File: src/rtl/gpia_out_port.sv
// Write side of a GPIA I/O port: output latch, direction register and a
// timed-pulse engine, all updated through a registered-ack strobe bus.
module gpia_out_port #(
  parameter int WIDTH        = 8,
  parameter int PULSE_CYCLES = 4
) (
  input  logic             clk_i,
  input  logic             rst_i,
  input  logic             stb_i,
  input  logic             we_i,
  input  logic [2:0]       adr_i,
  input  logic [WIDTH-1:0] dat_i,
  output logic             ack_o,
  output logic [WIDTH-1:0] out_o,
  output logic [WIDTH-1:0] ddr_o,
  output logic             busy_o
);

  localparam int CNT_W = ($clog2(PULSE_CYCLES) > 0) ? $clog2(PULSE_CYCLES) : 1;
  localparam logic [CNT_W-1:0] CNT_LOAD = CNT_W'(PULSE_CYCLES - 1);

  typedef enum logic {IDLE = 1'b0, PULSE = 1'b1} state_t;

  state_t           state, state_next;
  logic [CNT_W-1:0] cnt, cnt_next;
  logic [WIDTH-1:0] pm, pm_next;
  logic [WIDTH-1:0] out_bus, out_next, ddr_next;
  logic             acc, wr, pulse_wr, expire;

  // An access is taken only while no ack is outstanding, so a strobe held
  // until ack produces exactly one ack pulse.
  assign acc      = stb_i & ~ack_o;
  assign wr       = acc & we_i;
  assign pulse_wr = wr & (adr_i == 3'd5);
  assign expire   = (state == PULSE) & ~pulse_wr & (cnt == '0);
  assign busy_o   = (state == PULSE);

  always_comb begin
    out_bus = out_o;
    if (wr) begin
      case (adr_i)
        3'd0:    out_bus = dat_i;
        3'd1:    out_bus = out_o | dat_i;
        3'd2:    out_bus = out_o & ~dat_i;
        3'd3:    out_bus = out_o ^ dat_i;
        default: out_bus = out_o;
      endcase
    end
  end

  always_ff @(posedge clk_i or posedge rst_i) begin
    if (rst_i) state <= IDLE;
    else       state <= state_next;
  end

  always_comb begin
    state_next = state;
    if (pulse_wr)    state_next = PULSE;
    else if (expire) state_next = IDLE;
  end

  // Expiry applies the same-edge bus result first, then forces pulsed bits low.
  always_comb begin
    out_next = out_bus;
    pm_next  = pm;
    cnt_next = cnt;
    ddr_next = ddr_o;
    if (wr && (adr_i == 3'd4)) ddr_next = dat_i;
    if (pulse_wr) begin
      out_next = out_bus | dat_i;
      pm_next  = pm | dat_i;
      cnt_next = CNT_LOAD;
    end else if (expire) begin
      out_next = out_bus & ~pm;
      pm_next  = '0;
    end else if ((state == PULSE) && (cnt != '0)) begin
      cnt_next = cnt - CNT_W'(1);
    end
  end

  always_ff @(posedge clk_i or posedge rst_i) begin
    if (rst_i) begin
      ack_o <= 1'b0;
      out_o <= '0;
      ddr_o <= '0;
      pm    <= '0;
      cnt   <= '0;
    end else begin
      ack_o <= acc;
      out_o <= out_next;
      ddr_o <= ddr_next;
      pm    <= pm_next;
      cnt   <= cnt_next;
    end
  end

endmodule
File: config.mk
export PLATFORM = sky130hd
export DESIGN_NAME = gpia_out_port
export DESIGN_NICKNAME = d
export VERILOG_FILES = /design/src/rtl/gpia_out_port.sv
export SDC_FILE = /design/constraint.sdc
export NUM_CORES = 1
export LEC_CHECK = 0
export ABC_CLOCK_PERIOD_IN_PS = 1460
export CAP_MARGIN = 20
export CORE_ASPECT_RATIO = 0.75
export CORE_UTILIZATION = 40
export CTS_BUF_LIST = sky130_fd_sc_hd__clkbuf_16
export CTS_CLUSTER_DIAMETER = 60
export DETAILED_ROUTE_END_ITERATION = 12
export PLACE_DENSITY = 0.67
export SLEW_MARGIN = 20
export SYNTH_ARGS = -nofsm -noshare
export SYNTH_HDL_FRONTEND = slang
export SYNTH_SLANG_ARGS = --single-unit
File: constraint.sdc
create_clock -name clk_i -period 1.46 [get_ports clk_i]
set_input_delay 0.292 -clock clk_i [delete_from_list [all_inputs] [get_ports clk_i]]
set_output_delay 0.292 -clock clk_i [all_outputs]
set_load 0.01 [all_outputs]
; ---- Yosys cells after proc, flatten, opt, wreduce, memory -nomap -nowiden
; Index checks and enable logic that the tools add are counted.
[totals]
in_bits = 15
out_inout_bits = 18
ff_bits = 28
[op_classes]
mux = 11
n_bitwise = 15
reduce_logical = 8
eq_ne = 6
n_addsub = 1
[op_table]
columns = cell, count
row1 = $mux 8, 5
row2 = $pmux 8 s4, 1
row3 = $or 8x8->8, 3
row4 = $and 8x8->8, 2
row5 = $not 8->8, 2
row6 = $xor 8x8->8, 1
row7 = $eq 3x2->1 const B, 2
row8 = $eq 3x3->1 const B, 2
row9 = $mux 2, 3
row10 = $reduce_bool 2->1, 3
row11 = $and 1x1->1, 5
row12 = $eq 3x1->1 const B, 1
row13 = $logic_not 3->1, 1
row14 = $logic_and 1x1->1, 2
row15 = $logic_not 2->1, 1
row16 = $mux 1, 2
row17 = $ne 2x2->1 const B, 1
row18 = $not 1->1, 2
row19 = $reduce_and 2->1, 1
row20 = $sub 2x1->2 const B, 1

; ---- Depth between registers and ports, before layout
; Gate-level depths: netlist of run 1.
[logic_depth]
word_depth = 9
mapped_depth = 6
ltp_nobuf = 6

; ---- Worst setup path after synthesis of run 1
; Ideal clock, no wire load.
[synth_timing]
path_kind = register -> register
from = register ack_o
to = register out_o[4]
n_path_buf = 2
arrival_ns = 1.314
path_stages_with_launch = 7
path_slack_ns = 0.014
path_cell_list = dfrtp_1 and3b_2 and3_1 buf_6 buf_6 a22oi_1 a22oi_2
[synth_via]
elab_chain_len = 9
elab_cells_between_ends = 12
classes_between = 3 x mux / 9 x bitwise
[synth_lines]
columns = element, line
row1 = start: declaration, 13  ; output logic ack_o,
row2 = start signal: assignment, 83  ; ack_o <= 1'b0;
row3 = start signal: assignment, 89  ; ack_o <= acc;
row4 = $not 1->1 (*), 32  ; assign acc = stb_i & ~ack_o;
row5 = $and 1x1->1 (*), 32
row6 = $and 1x1->1 (*), 33  ; assign wr = acc & we_i;
row7 = $and 1x1->1, 34  ; assign pulse_wr = wr & (adr_i == 3'd5);
row8 = $not 1->1, 35  ; assign expire = (state == PULSE) & ~pulse_wr & (cnt == '0);
row9 = $and 1x1->1 (2 in series), 35
row10 = $mux 8, 73  ; end else if (expire) begin
row11 = $mux 8 (*), 69  ; if (pulse_wr) begin
row12 = named net out_next[4], 27  ; logic [WIDTH-1:0] out_bus, out_next, ddr_next;
row13 = end signal: assignment, 90  ; out_o <= out_next;
row14 = end: declaration, 14  ; output logic [WIDTH-1:0] out_o,
; Mark *: on every way through the listed nets, which the timed path passes. The rest lies on a longest branch.
; A chain may end at the register's enable or synchronous reset.

; ---- Final worst setup path of run 1
[layout_timing]
from = input dat_i[6]
to = register out_o[6]
[layout_via]
elab_chain_len = 7
elab_cells_between_ends = 10
classes_between = 4 x mux / 6 x bitwise
[layout_lines]
columns = element, line
row1 = start: declaration, 12  ; input logic [WIDTH-1:0] dat_i,
row2 = $not 8->8, 44  ; 3'd2: out_bus = out_o & ~dat_i;
row3 = $and 8x8->8, 44
row4 = $pmux 8 s4, 41  ; case (adr_i)
row5 = $mux 8, 40  ; if (wr) begin
row6 = $and 8x8->8, 74  ; out_next = out_bus & ~pm;
row7 = $mux 8, 73
row8 = $mux 8 (*), 69
row9 = named net out_next[6], 27
; Marks and branches as above.

==> summary.txt, run 1 <==
Synthesis
  – Biggest area consumer among synthesized cells: dfrtp_1
  – Synthesized area per cell: around 9.6 µm²
  – Proportion of register bits with asynchronous set or reset after synthesis: 100%
  – Most frequent cell after synthesis: dfrtp_1
  – Seq cells post-synth: 28
  – Fraction of the mapped netlist area in adder cells: between 10% and 20%
  – Most area-consuming cells after synthesis: dfrtp_1 41%, ha_1 12%, nor2_1 5.2%
  – Gate Count Post-Synth: 180
  – Synth Area in Compound Gates: about 18%
  – Mapped Nets: ~210
  – Sequential element share of the synthesized area: between 40% and 50%
  – Synth Area in XOR/XNOR: less than 1%
  – Post-synthesis cell type count: 29
  – Largest family of logic cells by synthesized area: compound AO/OA/AOI/OAI gates
  – Most used DFF post-synth: dfrtp_1
  – Mux share of post-synthesis cell area: 4.66%
  – Count of flip-flops with a built-in enable after synthesis: 0
  – Simple-Gate Fraction of Synth Area: between 10% and 20%
  – Synthesized cell area: 1720 µm²
  – Area share of the largest cell type after synthesis: around two fifths
  – Most common library cells after synthesis: 28 x dfrtp_1, 24 x nor2_1, 19 x inv_1
  – Syn. warnings: 0

CTS
  – Skew-Pair Late Insertion Delay: 0.27 ns
  – CTS sink count: 28
  – Clock Tree Root: clkbuf_16
  – CTS clock-pin slew for the worst setup and hold paths: 0.07 ns
  – Number of buffers inserted during clock tree synthesis: 3
  – CTS HTree Levels: 1
  – TritonCTS clock tree: built
  – Maximum count of clock buffers along a single path: 2
  – Hold buffers post-CTS: 0

Floorplan
  – Die H: 58.8 µm
  – Standard-cell rows: 20
  – Initial core utilization: about 42%
  – Total core area: between 4000 and 5000 µm²
  – Number of I/O pins: 33
  – Width of the chip: 77.7 µm
  – DIE AREA: 4570 µm²

Pwr
  – Clk network pwr share: 23.0%
  – Net switching power: 880 µW
  – Largest voltage drop on the vdd net: approximately 520 µV
  – Power density relative to cell area: roughly 1100 nW/µm²
  – Leakage power of the design: between 0.001 and 0.0015 µW
  – Net switching fraction of the power: between 30% and 40%
  – Relative contribution of sequential cells to total power: between 40% and 50%
  – Internal cell power: 1890 µW
  – Part of the power in combinational logic: 35.6%

Setup path
  – Register-to-Register Path Depth: 5
  – Register-to-register setup slack: 0.09 ns
  – Arrival time reported for the critical path endpoint: ~1.6 ns
  – Startpoint of the lowest-slack register-to-register path: ack_o$_DFF_PP0_
  – Worst setup path class: in -> reg
  – Required time of the critical path: 1.60 ns
  – Maximum fanout count along the critical path: 3
  – Type of origin of the critical path: input port
  – End of the worst register-to-register path: out_o[4]$_DFF_PP0_
  – Endpoint kind of the worst setup timing path: register

Route
  – DRT Pass-1 Iters: 5
  – Routed WL per cell: approximately 14 µm
  – Via count: 1436
  – Post-route DRC violation count: 0
  – Vias per cell: between 4 and 5
  – Total detailed-routing wirelength: 3.96 mm
  – First-iteration detailed-routing DRC count: 81
  – Count of antenna-violating nets left after detailed routing: 0

Timing
  – Final setup skew: just over 0.006 ns
  – Setup slack after layout: between 0.04 and 0.05 ns
  – Time the worst path needs with I/O delays and setup: roughly 1.4 ns
  – Timing-limited maximum frequency: between 700 and 800 MHz
  – Final count of hold timing violations: 0
  – Final cycle utilization of the critical path: a little over nine tenths
  – Tightest Pin Transition: roughly 0.38 ns
  – Slew Limit Headroom: between 70% and 80%
  – Fin. max-slew vios: 0
  – Number of setup violations in the final report: 0
  – RSZ-0062 raised after global routing: true

Layout
  – Share of cells above drive strength 1: between 20% and 30%
  – Number of antenna repair diodes: 0
  – Area overhead of the layout relative to synthesis: 40.7%
  – Final core area utilization: about three fifths
  – Total number of nets in the final design: ~270

Worst hold path
  – Worst Hold Depth: 2
  – Hold path endpoint: ack_o$_DFF_PP0_
  – Startpoint of the tightest hold check path: stb_i
  – Min-Delay Path Class: in -> reg

Run
  – Maximum Capacitance Violations: 0

Global routing
  – Pin count of the biggest net entering global routing: 29
  – Number of antenna violations at the first check in global routing: 0
  – Total global routing track utilization: between 10% and 20%
  – Global-route wire length before repair: roughly 6.2 mm
  – Via count of the first global-routing pass: around 1300
  – GRT overflow: 0

Placed design
  – Final weighted congestion in routability-driven placement: 0.789
  – Number of buffer cells added on primary ports: 32
  – Setup WS pre-CTS: -0.364 ns
  – DP HPWL: between 2 and 3 mm

Outcome
  – Outcome: finished, final reports clean
[flip-flops by register name (all words and copies together) (netlist names)]
| name | cells |
|---|---|
| busy_o | 1 |
| ddr_o | 8 |
| ack_o | 1 |
| out_o | 8 |
| pm | 8 |
| cnt | 2 |
[placed cells by master (no fill, tap or decap), types with 2 or more instances in the layout]
master           synthesis  layout
a22oi_2                  3       5
and3_4                   1       2
o21ai_1                  0       7
inv_1                   19      13
nor2_1                  24      24
dfrtp_1                 28      28
nand2b_1                 3       2
dlygate4sd2_1            0      10
dlymetal6s2s_1           0      16
clkdlybuf4s50_1          0       6
a211oi_1                10       5
a211oi_2                 0       5
o21ai_0                 15       8
mux2i_1                  8       8
a21oi_1                  8       8
clkbuf_16                0       3
nand2_1                 11      11
buf_4                    0      26
ha_1                    17      17
a22oi_1                 11       9
inv_2                    0       6
buf_6                    3       2
[metrics by stage]
step	TNS, ns	hold WS, ns	instance area, µm²	std cells	total power, µW
floorplan	0	0.357	1720	180	1680
global placement	-4.59	0.445	2200	278	2070
detailed placement	-5.00	0.440	2200	278	2100
CTS	0	0.410	2320	287	2770
global route	-0.0271	0.304	2420	289	2970
finish	0	0.295	2420	289	2770
[routing by layer]
| layer | track usage, % | wire [µm] |
|---|---|---|
| met5 | 0 | 0 |
| met1 | 25.2 | 1980 |
| met4 | 3.23 | 12 |
| met2 | 28.8 | 1790 |
| met3 | 3.26 | 168 |
[power by group through the flow]
| stage | clock network (µW) | registers (µW) | logic [µW] |
|---|---|---|---|
| 2_1_floorplan | 0 | 1210 | 475 |
| 3_3_place_gp | 0 | 1180 | 894 |
| 3_5_place_dp | 0 | 1180 | 922 |
| 4_1_cts | 646 | 1150 | 974 |
| 5_1_grt | 691 | 1170 | 1110 |
| 6_report | 639 | 1150 | 988 |
[worst max-delay path by stage]
stage                                    end  cells after the start  slack [ns]             from
final                     out_o[6]$_DFF_PP0_                      7        0.04         dat_i[6]
after global routing      out_o[6]$_DFF_PP0_                      7       -0.03         dat_i[6]
after CTS                 out_o[4]$_DFF_PP0_                      5      0.0002            stb_i
after detailed placement  out_o[6]$_DFF_PP0_                      5       -0.36         adr_i[2]
after global placement    out_o[6]$_DFF_PP0_                      5       -0.33         adr_i[2]
after floorplan           out_o[4]$_DFF_PP0_                      6        0.01  ack_o$_DFF_PP0_
[cells by family after synthesis]
logic type,after synthesis
AOI/OAI and AO/OA,48
and+or+nand+nor,48
buffers and inverters,30
DFF,28
adders and majority gates,17
muxes,8
xor gates and xnor gates,1
[timing repair]
item | in CTS | in global routing
gates resized for setup | 19 | 34
buffers inserted | 5 | 2
setup endpoints to repair | 18 | 19
pin swaps | 2 | 9
[cell type report]
cell class              instances  area, µm²
clock buffers                   3       75.1
clock inverters                 1       3.75
fillers                       367       1660
inverters                      19       71.3
multi-input cells             122        913
flip-flops and latches         28        701
well taps                      55       68.8
repair buffers                 61        586
[worst max-delay path: stages]
cell,delay [ns]
clkdlybuf4s50_1,0.50
inv_2,0.06
ha_1,0.29
mux2i_1,0.15
nor2_1,0.07
nor3_2,0.14
a211oi_2,0.06
Note: power is estimated with default switching activity, not from simulation.
==> run 2: changes to the inputs <==
Settings changed: ABC_CLOCK_PERIOD_IN_PS 1460 to 1700, GPL_TIMING_DRIVEN from default to 0, PLACE_DENSITY 0.67 to default.
Clock period 1.46 ns to 1.7 ns, I/O delays scaled along.
==> summary.txt, run 2 (synthesis results as in run 1) <==
Route
  – First-iteration detailed-routing DRC count: 68 (-16%)
  – Via count: 1421 (-1.0%)
  – Vias per cell: 5.21 (+4.8%)
  – Routed WL per cell: 15.0 µm (+9.3%)
  – DRT Pass-1 Iters: 4 (-1)
  – Post-route DRC violation count: 0 (unchanged)
  – Count of antenna-violating nets left after detailed routing: 0 (unchanged)
  – Total detailed-routing wirelength: 4.09 mm (+3.3%)

Timing
  – Final worst hold slack: 0.334 ns (+0.0397 ns)
  – Timing-limited maximum frequency: ~610 MHz
  – Number of setup violations in the final report: 0 (unchanged)
  – Slew Limit Headroom: 60.0% (-14 points)
  – Final setup skew: 0.00213 ns (-0.00395 ns)
  – Final cycle utilization of the critical path: approximately 97%
  – Tightest Pin Transition: 0.599 ns (+0.215 ns)
  – Fin. max-slew vios: 0 (unchanged)
  – Setup slack after layout: 0.0589 ns (+0.0152 ns)
  – Setup total negative slack: 0 ns (unchanged)
  – RSZ-0062 raised after global routing: false
  – Final count of hold timing violations: 0 (unchanged)
  – Time the worst path needs with I/O delays and setup: between 1.5 and 2 ns

Layout
  – Final core area utilization: 55.7% (-3.6 points)
  – Multi-input combinational cell area: 893 µm² (-2.2%)
  – Number of antenna repair diodes: 0 (unchanged)
  – Highest-count cells in the layout ignoring fill and taps: 28 x dfrtp_1, 28 x clkdlybuf4s50_1, 24 x nor2_1
  – Registers with the most flip-flops: ddr_o x8, out_o x8, pm x8
  – Final Non-Filler Cells: 273 (-5.5%)
  – Share of cells above drive strength 1: 14.7% (-9.7 points)
  – Area overhead of the layout relative to synthesis: 32.2%
  – Footprint of the flip-flops and latches: 701 µm² (unchanged)
  – Filler instances: 371 (+1.1%)
  – Total number of nets in the final design: 251 (-6.0%)

Run
  – Maximum Capacitance Violations: 0 (unchanged)

Setup path
  – Arrival time reported for the critical path endpoint: 1.79 ns (+0.23 ns)
  – Endpoint kind of the worst setup timing path: register
  – Register-to-Register Path Depth: 6 (+1)
  – Worst setup path class: in -> reg
  – Required time of the critical path: 1.85 ns (+0.25 ns)
  – Register-to-register setup slack: 0.16 ns (+0.07 ns)
  – End of the worst register-to-register path: out_o[5]$_DFF_PP0_
  – Startpoint of the lowest-slack register-to-register path: ack_o$_DFF_PP0_
  – Maximum fanout count along the critical path: 10 (+7)
  – Type of origin of the critical path: input port

Global routing
  – Global-route wire length before repair: 6.93 mm (+11%)
  – Number of antenna violations at the first check in global routing: 0 (unchanged)
  – Via count of the first global-routing pass: 1457 (+14%)
  – Total global routing track utilization: 20.2% (+2.4 points)
  – Pin count of the biggest net entering global routing: 29 (unchanged)
  – GRT overflow: 0 (unchanged)

CTS
  – Hold buffers post-CTS: 0 (unchanged)
  – TritonCTS clock tree: built
  – Skew-Pair Late Insertion Delay: 0.26 ns (about the same)
  – CTS sink count: 28 (unchanged)
  – Maximum count of clock buffers along a single path: 2 (unchanged)
  – Number of buffers inserted during clock tree synthesis: 3 (unchanged)
  – Clock Tree Root: clkbuf_16
  – CTS HTree Levels: 1 (unchanged)
  – CTS clock-pin slew for the worst setup and hold paths: 0.07 ns (about the same)

Worst hold path
  – Worst Hold Depth: 2 (unchanged)
  – Hold path endpoint: ack_o$_DFF_PP0_
  – Startpoint of the tightest hold check path: stb_i
  – Min-Delay Path Class: in -> reg

Pwr
  – Leakage power of the design: 0.00110 µW (-20%)
  – Power density relative to cell area: 1100 nW/µm² (-4.2%)
  – Largest voltage drop on the vdd net: 520 µV (-0.36%)

Floorplan
  – Total core area: 4080 µm² (unchanged)
  – Die H: 58.8 µm (unchanged)
  – Standard-cell rows: 20 (unchanged)
  – Number of I/O pins: 33 (unchanged)
  – DIE AREA: 4570 µm² (unchanged)
  – Initial core utilization: 42.1% (unchanged)
  – Width of the chip: 77.7 µm (unchanged)

Placed design
  – Number of buffer cells added on primary ports: 31 (-3.1%)
  – Setup WS pre-CTS: -0.345 ns (+0.0186 ns)
  – Number of cells in the design after placement: 266 (-4.3%)
  – DP HPWL: 2.90 mm (+11%)
  – Final weighted congestion in routability-driven placement: 0.809 (+2.5%)

Outcome
  – Outcome: finished, final reports clean
-- run 2: cell type report --
type	count	share of cell area [%]
multi-input cells	122	39.3
flip-flops and latches	28	30.8
repair buffers	34	15.0
plain buffers	11	4.13
clock buffers	3	3.30
inverters	19	3.14
well taps	55	3.03
clock inverters	1	1.32
-- run 2: repair_timing --
action                                  in CTS  in global routing
pin swaps                                    0                  5
buffers inserted                             0                  3
gates cloned                                 0                  0
endpoints found under the setup margin       8                 16
gates resized for setup                      1                 19
-- run 2: worst max path at each step --
| stage | startpoint | depth (start not counted) | end |
|---|---|---|---|
| 3_3_place_gp | stb_i | 5 | out_o[1]$_DFF_PP0_ |
| 4_1_cts | adr_i[1] | 7 | out_o[4]$_DFF_PP0_ |
| 5_1_grt | adr_i[1] | 7 | out_o[4]$_DFF_PP0_ |
| 2_1_floorplan | ack_o$_DFF_PP0_ | 6 | out_o[4]$_DFF_PP0_ |
| 6_report | adr_i[1] | 7 | out_o[4]$_DFF_PP0_ |
| 3_5_place_dp | stb_i | 5 | out_o[4]$_DFF_PP0_ |
-- run 2: per-stage QoR --
| stage | total power, µW | area, µm² |
|---|---|---|
| 6_report | 2500 | 2270 |
| 3_3_place_gp | 1750 | 2100 |
| 4_1_cts | 2500 | 2210 |
| 5_1_grt | 2670 | 2270 |
| 3_5_place_dp | 1800 | 2100 |
| 2_1_floorplan | 1440 | 1720 |
-- run 2: metal layers --
layer	track usage, %	routed length [µm]
met1	27.2	1870
met2	33.5	1960
met3	3.41	231
met4	6.47	29
met5	0	0
-- run 2: power breakdown --
group          leakage [µW]  internal [µW]  switching [µW]
clock             0.0000511            469             230
combinational      0.000689            423             371
sequential         0.000357            867             140
-- run 2: worst max-delay path, stage by stage --
cell	delay (ns)
clkdlybuf4s50_1	0.49
and2b_4	0.21
and3_1	0.20
buf_6	0.14
buf_8	0.14
a22oi_2	0.19
a22oi_2	0.07
